**config.mk**
```make
export PLATFORM = sky130hd
export DESIGN_NAME = tensor_core_register_file
export DESIGN_NICKNAME = d
export VERILOG_FILES = /design/src/rtl/tensor_core_pkg.sv /design/src/rtl/tensor_core_register_file.sv
export SDC_FILE = /design/constraint.sdc
export NUM_CORES = 1
export LEC_CHECK = 0
export ABC_AREA = 0
export CORE_UTILIZATION = 40
export CTS_CLUSTER_DIAMETER = 40
export DETAILED_ROUTE_END_ITERATION = 10
export HOLD_SLACK_MARGIN = 0.1
export MAX_ROUTING_LAYER = met4
export PLACE_DENSITY = 0.62
export SETUP_SLACK_MARGIN = 0.02
export SLEW_MARGIN = 25
export SYNTH_ARGS = -nofsm -noshare
export SYNTH_HDL_FRONTEND = slang
export SYNTH_SLANG_ARGS = --single-unit
export TNS_END_PERCENT = 20
```
**constraint.sdc**
```tcl
create_clock -name clock_in -period 5 [get_ports clock_in]
set_input_delay 1.5 -clock clock_in [delete_from_list [all_inputs] [get_ports clock_in]]
set_output_delay 1.5 -clock clock_in [all_outputs]
set_load 0.03 [all_outputs]
```
**src/rtl/tensor_core_pkg.sv**
```systemverilog
// Shared types and constants for the tensor core operand/result register file.
// Address map: addr[5:4] selects the region, addr[3:0] is row*4+col.
package tensor_core_pkg;

    localparam int BUS_WIDTH       = 8;
    localparam int MATRIX_DIM      = 4;
    localparam int MATRIX_ELEMS    = MATRIX_DIM * MATRIX_DIM;
    localparam int HOST_ADDR_WIDTH = 6;

    localparam logic [1:0] REGION_MATRIX1 = 2'b00;
    localparam logic [1:0] REGION_MATRIX2 = 2'b01;
    localparam logic [1:0] REGION_RESULT  = 2'b10;
    localparam logic [1:0] REGION_ZERO    = 2'b11;

    typedef enum logic [1:0] {
        OP_MATMUL = 2'b00,
        OP_ADD    = 2'b01,
        OP_RELU   = 2'b10
    } tensor_op_e;

    typedef enum logic [1:0] {
        DEST_RESULT     = 2'd0,
        DEST_MATRIX1    = 2'd1,
        DEST_MATRIX2    = 2'd2,
        DEST_RESULT_ALT = 2'd3
    } tensor_dest_e;

    typedef enum logic [2:0] {
        ST_IDLE    = 3'd0,
        ST_ARM     = 3'd1,
        ST_START   = 3'd2,
        ST_ACK     = 3'd3,
        ST_WAIT    = 3'd4,
        ST_CAPTURE = 3'd5
    } regfile_state_e;

    function automatic logic [1:0] addr_region(input logic [HOST_ADDR_WIDTH-1:0] addr);
        return addr[5:4];
    endfunction

endpackage

```
**src/rtl/tensor_core_register_file.sv**
```systemverilog
// Operand/result register file in front of small_tensor_core: host byte port,
// command handshake and the start/ack/wait/capture sequence around the core.
module tensor_core_register_file
    import tensor_core_pkg::*;
#(
    parameter int ADDR_WIDTH = HOST_ADDR_WIDTH
) (
    input  logic                        clock_in,
    input  logic                        reset_n_in,
    input  logic                        host_write_valid,
    output logic                        host_write_ready,
    input  logic [ADDR_WIDTH-1:0]       host_write_address,
    input  logic signed [BUS_WIDTH-1:0] host_write_data,
    input  logic [ADDR_WIDTH-1:0]       host_read_address,
    output logic signed [BUS_WIDTH-1:0] host_read_data,
    input  logic                        command_valid,
    output logic                        command_ready,
    input  logic [1:0]                  command_operation,
    input  logic [1:0]                  command_destination,
    output logic                        command_done,
    output logic                        busy,
    output logic signed [BUS_WIDTH-1:0] tensor_core_input1 [MATRIX_DIM][MATRIX_DIM],
    output logic signed [BUS_WIDTH-1:0] tensor_core_input2 [MATRIX_DIM][MATRIX_DIM],
    output logic                        tensor_core_register_file_write_enable,
    output logic                        should_start_tensor_core,
    output logic [1:0]                  operation_select,
    input  logic signed [BUS_WIDTH-1:0] tensor_core_output [MATRIX_DIM][MATRIX_DIM],
    input  logic                        is_done_with_calculation
);

    regfile_state_e state_r;
    regfile_state_e state_next_s;
    tensor_dest_e   dest_r;
    logic [1:0]     op_r;
    logic           idle_r;
    logic           write_enable_r;
    logic           start_r;
    logic           done_r;

    logic signed [BUS_WIDTH-1:0] matrix1_r [MATRIX_DIM][MATRIX_DIM];
    logic signed [BUS_WIDTH-1:0] matrix2_r [MATRIX_DIM][MATRIX_DIM];
    logic signed [BUS_WIDTH-1:0] result_r  [MATRIX_DIM][MATRIX_DIM];
    logic signed [BUS_WIDTH-1:0] read_data_r;
    logic signed [BUS_WIDTH-1:0] read_mux_s;

    logic       write_fire_s;
    logic       command_fire_s;
    logic       write_to_operand_s;
    logic [1:0] wr_region_s;
    logic [1:0] wr_row_s;
    logic [1:0] wr_col_s;
    logic [1:0] rd_region_s;
    logic [1:0] rd_row_s;
    logic [1:0] rd_col_s;

    // idle_r is low during reset, so neither handshake can fire until the first edge after release
    assign host_write_ready   = idle_r;
    assign command_ready      = idle_r && !host_write_valid;
    assign write_fire_s       = host_write_valid && host_write_ready;
    assign command_fire_s     = command_valid && command_ready;
    assign wr_region_s        = addr_region(host_write_address);
    assign wr_row_s           = host_write_address[3:2];
    assign wr_col_s           = host_write_address[1:0];
    assign rd_region_s        = addr_region(host_read_address);
    assign rd_row_s           = host_read_address[3:2];
    assign rd_col_s           = host_read_address[1:0];
    assign write_to_operand_s = (wr_region_s == REGION_MATRIX1) || (wr_region_s == REGION_MATRIX2);

    assign busy                                   = (state_r != ST_IDLE);
    assign command_done                           = done_r;
    assign should_start_tensor_core               = start_r;
    assign tensor_core_register_file_write_enable = write_enable_r;
    assign operation_select                       = op_r;
    assign host_read_data                         = read_data_r;
    assign tensor_core_input1                     = matrix1_r;
    assign tensor_core_input2                     = matrix2_r;

    // Next-state logic for the command sequencer
    always_comb begin
        state_next_s = state_r;
        case (state_r)
            ST_IDLE: begin
                if (command_fire_s) state_next_s = ST_ARM;
                else                state_next_s = ST_IDLE;
            end
            ST_ARM: begin
                if (is_done_with_calculation) state_next_s = ST_START;
                else                          state_next_s = ST_ARM;
            end
            ST_START: begin
                state_next_s = ST_ACK;
            end
            ST_ACK: begin
                if (!is_done_with_calculation) state_next_s = ST_WAIT;
                else                           state_next_s = ST_ACK;
            end
            ST_WAIT: begin
                if (is_done_with_calculation) state_next_s = ST_CAPTURE;
                else                          state_next_s = ST_WAIT;
            end
            ST_CAPTURE: begin
                state_next_s = ST_IDLE;
            end
            default: begin
                state_next_s = ST_IDLE;
            end
        endcase
    end

    // Sequencer state, latched command and registered strobes
    always_ff @(posedge clock_in or negedge reset_n_in) begin
        if (!reset_n_in) begin
            state_r        <= ST_IDLE;
            dest_r         <= DEST_RESULT;
            op_r           <= 2'b00;
            idle_r         <= 1'b0;
            write_enable_r <= 1'b0;
            start_r        <= 1'b0;
            done_r         <= 1'b0;
        end else begin
            state_r        <= state_next_s;
            idle_r         <= (state_next_s == ST_IDLE);
            write_enable_r <= write_fire_s && write_to_operand_s;
            start_r        <= (state_next_s == ST_START);
            done_r         <= (state_r == ST_CAPTURE);
            if (command_fire_s) begin
                op_r   <= command_operation;
                dest_r <= tensor_dest_e'(command_destination);
            end
        end
    end

    // Matrix storage: host writes in IDLE, core capture in CAPTURE (never both in one cycle)
    always_ff @(posedge clock_in or negedge reset_n_in) begin
        if (!reset_n_in) begin
            for (int i = 0; i < MATRIX_DIM; i++) begin
                for (int j = 0; j < MATRIX_DIM; j++) begin
                    matrix1_r[i][j] <= 8'sd0;
                    matrix2_r[i][j] <= 8'sd0;
                    result_r[i][j]  <= 8'sd0;
                end
            end
        end else begin
            if (write_fire_s) begin
                case (wr_region_s)
                    REGION_MATRIX1: matrix1_r[wr_row_s][wr_col_s] <= host_write_data;
                    REGION_MATRIX2: matrix2_r[wr_row_s][wr_col_s] <= host_write_data;
                    default: begin
                    end
                endcase
            end
            if (state_r == ST_CAPTURE) begin
                for (int i = 0; i < MATRIX_DIM; i++) begin
                    for (int j = 0; j < MATRIX_DIM; j++) begin
                        result_r[i][j] <= tensor_core_output[i][j];
                        if (dest_r == DEST_MATRIX1) matrix1_r[i][j] <= tensor_core_output[i][j];
                        if (dest_r == DEST_MATRIX2) matrix2_r[i][j] <= tensor_core_output[i][j];
                    end
                end
            end
        end
    end

    // Host read multiplexer; the top region always reads as zero
    always_comb begin
        read_mux_s = 8'sd0;
        case (rd_region_s)
            REGION_MATRIX1: read_mux_s = matrix1_r[rd_row_s][rd_col_s];
            REGION_MATRIX2: read_mux_s = matrix2_r[rd_row_s][rd_col_s];
            REGION_RESULT:  read_mux_s = result_r[rd_row_s][rd_col_s];
            REGION_ZERO:    read_mux_s = 8'sd0;
            default:        read_mux_s = 8'sd0;
        endcase
    end

    // Registered host read data, one cycle behind the sampled address
    always_ff @(posedge clock_in or negedge reset_n_in) begin
        if (!reset_n_in) begin
            read_data_r <= 8'sd0;
        end else begin
            read_data_r <= read_mux_s;
        end
    end

endmodule

```
==> Flow_metrics.wiki, run 1 <==
{| class="wikitable"
! Metric !! Value
|-
| Status || did not finish
|-
| Last stage || detailed routing (5_2_route)
|-
| First error || [ERROR DRT-0255] Maze Route cannot find path of net clock_in in worker of routeBox ( 193200 0 ) ( 228775 48300 ).
|-
| Antenna violations before repair || 9
|-
| Effective utilization at floorplan || 0.408
|-
| Die Width || 229 um
|-
| Synthesized area per cell || 10.2 um^2
|-
| Master cell of the clock root buffer || clkbuf_16
|-
| Site Rows || 82
|-
| Maximum number of pins on one net before global-route repair || 257
|-
| Number of flops mapped to enable cells by yosys || 0
|-
| H-tree depth reported by CTS || 3
|-
| # hold bufs at CTS || 0
|-
| Post-Synthesis Net Count || 2,176
|-
| Most frequently used flop master after synthesis || dfrtp_1
|-
| Share of async-settable or async-resettable flops after synthesis || 1.00
|-
| Count of buffers added by post-CTS timing repair for setup || 0
|-
| Register area share after synthesis || 0.490
|-
| Final weighted congestion in routability-driven placement || 0.949
|-
| Number of instances in the synthesized netlist || 2,019
|-
| Chip Height || 229 um
|-
| Buffers on Ports || 428
|-
| Number of top-level design ports || 429
|-
| Cts bufs inserted || 71
|-
| Mapped Area || 0.0206 mm^2
|-
| Register bit total from synthesis || 403
|-
| Maximum count of clock buffers along a single path || 3
|-
| Yosys warns || 0
|-
| Overflow left after global routing || 0
|-
| Number of sinks driven by the clock tree || 403
|-
| Post-CTS Resized || 0
|-
| Via count of the first global-routing pass || 17,500
|-
| HPWL after detailed placement || 61.1 mm
|-
| GRT Util Overall || 0.331
|-
| Number of unique standard cell types used by synthesis || 42
|-
| First-pass GRT wire length || 122 mm
|}
-- per-stage QoR --
step / worst slack [ns] / hold WS, ns / util / cell area, um^2 / instances
after global routing: 0.667 / 0.483 / 0.555 / 28000 / 3150
after CTS: 0.732 / 0.469 / 0.553 / 27900 / 3138
after detailed placement: 0.735 / 0.456 / 0.503 / 25400 / 3007
after floorplan: 1.57 / 0.437 / - / 20600 / 2019
after global placement: 0.721 / 0.451 / 0.503 / 25400 / 3007
-- cells by family after synthesis --
group                  share of synthesized area
AND/OR/NAND/NOR                            0.150
flip-flops                                 0.490
multiplexers                               0.243
AO/OA/AOI/OAI                             0.0813
buffers and inverters                     0.0353
-- Yosys cell counts, types with 7 or more instances --
library cell    n  area share
mux4_2         75       0.082
mux2i_1       296        0.14
nor2_1        264       0.048
buf_2           8      0.0019
nor2_2         12      0.0036
a22oi_1        10      0.0036
a221oi_1        9      0.0038
buf_4          13      0.0047
a21oi_1       270       0.066
nand3_1        18      0.0044
mux4_1         11       0.014
clkbuf_1      123       0.022
dfrtp_1       403        0.49
nand2_1       416       0.076
nor2b_1        10      0.0030
or3_1           7      0.0021
-- metal layers --
metal  track usage
met2         0.503
met1         0.433
met3        0.0691
met5             -
met4         0.130
==> run 2, diff against run 1 <==
CORE_UTILIZATION = 25   (was 40)
CTS_CLUSTER_DIAMETER = default   (was 40)
HOLD_SLACK_MARGIN = default   (was 0.1)
MAX_ROUTING_LAYER = default   (was met4)
PLACE_DENSITY = default   (was 0.62)
PLACE_DENSITY_LB_ADDON = 0.15   (was default)
SETUP_SLACK_MARGIN = default   (was 0.02)
==> Flow_metrics.wiki, run 2 <==
{| class="wikitable"
! Metric !! Value
|-
| Count of buffers added by post-CTS timing repair for setup || 0 (unchanged)
|-
| Fin. Hold Viols || 0
|-
| Post-route worst hold slack || 0.469 ns
|-
| Dominant cell type by area after synthesis || dfrtp_1 (unchanged)
|-
| Ordered list of cells on the worst path || clkdlybuf4s50_1, nor2b_1, clkdlybuf4s50_1
|-
| Most common cell after layout, fill and taps aside || clkdlybuf4s50_1
|-
| Peak supply drop || 0.000304 V
|-
| Final routed wirelength across all metal layers || 98.1 mm
|-
| HPWL after detailed placement || 72.3 mm (was 61.1 mm)
|-
| Arrival time worst endpoint || 2.81 ns
|-
| Number of instances in the synthesized netlist || 2,019 (unchanged)
|-
| Proportion of power drawn by flip-flops and latches || 0.338
|-
| Area growth from synthesis to final layout || 34.4%
|-
| Number of flops mapped to enable cells by yosys || 0 (unchanged)
|-
| Total Neg Setup Slack || 0 ns
|-
| Via count of the routed design || 17,200
|-
| DR DRC count || 0
|-
| Final weighted congestion in routability-driven placement || 0.871 (was 0.949)
|-
| Switching power || 8.05 mW
|-
| Critical path required time || 3.50 ns
|-
| Slowest stage cell on the critical path || clkdlybuf4s50_1
|-
| H-tree depth reported by CTS || 2 (was 3)
|-
| Worst hold path class || reg -> reg
|-
| Floorplan core area || 0.0809 mm^2
|-
| Yosys warns || 0 (unchanged)
|-
| Maximum count of clock buffers along a single path || 3 (unchanged)
|-
| Number of top-level design ports || 429 (unchanged)
|-
| Synth top cells by count || nand2_1, dfrtp_1, mux2i_1 (unchanged)
|-
| Antenna violations before repair || 8 (was 9)
|-
| Kind of critical path || in -> out
|-
| Total of endpoints with negative setup slack in the final report || 0
|-
| Fin crit share || 0.861
|-
| Longest individual stage delay on the worst path || 0.68 ns
|-
| Most common cell in the netlist || nand2_1 (unchanged)
|-
| Post-Synthesis Net Count || 2,176 (unchanged)
|-
| Clk_lat worst skew || 0.60 ns
|-
| Number of antenna repair diodes || 0
|-
| Via count of the first global-routing pass || 17,200 (was 17,500)
|-
| Post-placement cell count || 3,409 (was 3,007)
|-
| Register area share after synthesis || 0.490 (unchanged)
|-
| Maximum number of pins on one net before global-route repair || 184 (was 257)
|-
| Fraction of post-synthesis cell area in the top cell type by area || 0.490 (unchanged)
|-
| Final setup skew || 0.0261 ns
|-
| P per Cell Area || 685 mW/mm^2
|-
| Site Rows || 104 (was 82)
|-
| Leading cell types by total area after synthesis || dfrtp_1, mux2i_1, mux4_2 (unchanged)
|-
| Effective utilization at floorplan || 0.254 (was 0.408)
|-
| Master cell of the clock root buffer || clkbuf_16 (unchanged)
|-
| Overflow left after global routing || 0 (unchanged)
|-
| Post-route total power || 18.9 mW
|-
| Synthesized area per cell || 10.2 um^2 (unchanged)
|-
| CTS tree || done
|-
| Setup repair after global routing missed its margin || false
|-
| Die Width || 289 um (was 229 um)
|-
| Post-CTS Resized || 0 (unchanged)
|-
| Pleak || 12.4 nW
|-
| Final standard cell utilization of the core || 0.342
|-
| Maxcap violations || 0
|-
| Worst Setup Slack, final || 0.694 ns
|-
| Worst Path Max Fanout || 5
|-
| GRT Util Overall || 0.231 (was 0.331)
|-
| # hold bufs at CTS || 0 (unchanged)
|-
| Tightest Pin Transition || 0.980 ns
|-
| Area of all placed cells without fillers || 0.0277 mm^2
|-
| Number of sinks driven by the clock tree || 403 (unchanged)
|-
| Cts bufs inserted || 50 (was 71)
|-
| Area post-placement || 0.0260 mm^2 (was 0.0254 mm^2)
|-
| Filler cell count || 8,303
|-
| Share of power burned in combinational logic || 0.465
|-
| First-pass GRT wire length || 136 mm (was 122 mm)
|-
| Register clock-pin slew on the reported worst setup and hold paths || 0.05 ns
|-
| Proportion of layout cells with a drive suffix above 1 || 0.0972
|-
| Net switching fraction of the power || 0.425
|-
| Status || finished clean (was did not finish)
|-
| Crit-path most repeated cell || clkdlybuf4s50_1
|-
| Buffers on Ports || 428 (unchanged)
|-
| Die footprint || 0.0834 mm^2
|-
| Mean routed wirelength per cell || 28.0 um
|-
| Number of routed nets with antenna violations || 0
|-
| Post-layout net count || 2,558
|-
| Most frequently used flop master after synthesis || dfrtp_1 (unchanged)
|-
| Gate family responsible for the most delay along the worst path || buffers and inverters
|-
| Final instance count without filler cells || 3,498
|-
| Chip Height || 289 um (was 229 um)
|-
| P_int || 10.9 mW
|-
| Final Critical Period || 4.31 ns
|-
| Number of vias per cell after detailed routing || 4.92
|-
| Most frequent cells in the layout || clkdlybuf4s50_1, nand2_1, dfrtp_1
|-
| Pins Over Slew Limit || 0
|-
| Initial detailed-routing violation count || 1,292
|-
| Mapped Area || 0.0206 mm^2 (unchanged)
|-
| Number of unique standard cell types used by synthesis || 42 (unchanged)
|-
| Placement Setup Slack || 0.674 ns (was 0.735 ns)
|-
| Register bit total from synthesis || 403 (unchanged)
|-
| Number of buffer and inverter stages on the critical path || 2
|-
| Relative max-transition margin || 0.345
|-
| Fmax || 232 MHz
|-
| Share of async-settable or async-resettable flops after synthesis || 1.00 (unchanged)
|-
| Type of destination of the critical path || primary output
|-
| Crit path launch type || input port
|-
| Clk pwr share || 0.198
|-
| Count of TritonRoute iterations in the first routing pass || 6
|}
run 2: path summary, 6_finish.rpt:
check | startpoint | endpoint | slack (ns) | cells after the start
min | result_r[73]$_DFFE_PN0P_ | result_r[73]$_DFFE_PN0P_ | 0.47 | 2
max in group asynchronous | reset_n_in | result_r[6]$_DFFE_PN0P_ | 3.01 | 2
max | host_write_valid | command_ready | 0.69 | 3
min in group asynchronous | reset_n_in | tensor_core_input2[115]$_DFF_PN0_ | 0.95 | 1
min reg2reg | result_r[73]$_DFFE_PN0P_ | result_r[73]$_DFFE_PN0P_ | 0.47 | 2
max reg2reg | state_r[1]$_DFF_PN0_ | tensor_core_input1[93]$_DFF_PN0_ | 1.67 | 8
run 2: layout make-up:
cell class | count | area [um^2] | area share
tap | 1060 | 1330 | 0.0480
clock inverter | 11 | 166 | 0.00602
sequential | 403 | 10100 | 0.365
timing repair buffer | 484 | 4800 | 0.174
clock buffer | 78 | 1500 | 0.0542
inverter | 3 | 13.8 | 0.000498
multi-input combinational | 1459 | 9760 | 0.353
run 2: worst min-delay path, stage by stage, from the launching register on:
cell and delay (ns):
dfrtp_1 0.33, nand2_1 0.05, nand2_1 0.05
run 2: cells by family (layout without fill, tap and decap cells):
logic type,Yosys count,count (layout),synth area share
muxes,388,388,0.243
buffers and inverters,157,576,0.0353
and+or+nand+nor,761,761,0.150
AOI/OAI and AO/OA,310,310,0.0813
DFF,403,403,0.490
run 2: per-layer routing:
metal / routed length (um) / vias up / track usage
met4: 2530 / 6 / 0.0595
met2: 47000 / 569 / 0.383
met5: 31 / - / 0
met1: 42100 / 8762 / 0.306
li1: - / 7774 / -
met3: 6400 / 112 / 0.0491
run 2: power by group through the flow:
stage	logic, mW	clock network (mW)	registers, mW
2_1_floorplan	2.82	0	8.07
3_3_place_gp	8.76	0	6.38
3_5_place_dp	8.86	0	6.45
4_1_cts	8.88	3.84	6.40
5_1_grt	9.31	3.97	6.59
6_report	8.80	3.75	6.40
No activity file was read; power rests on OpenSTA's default activity.
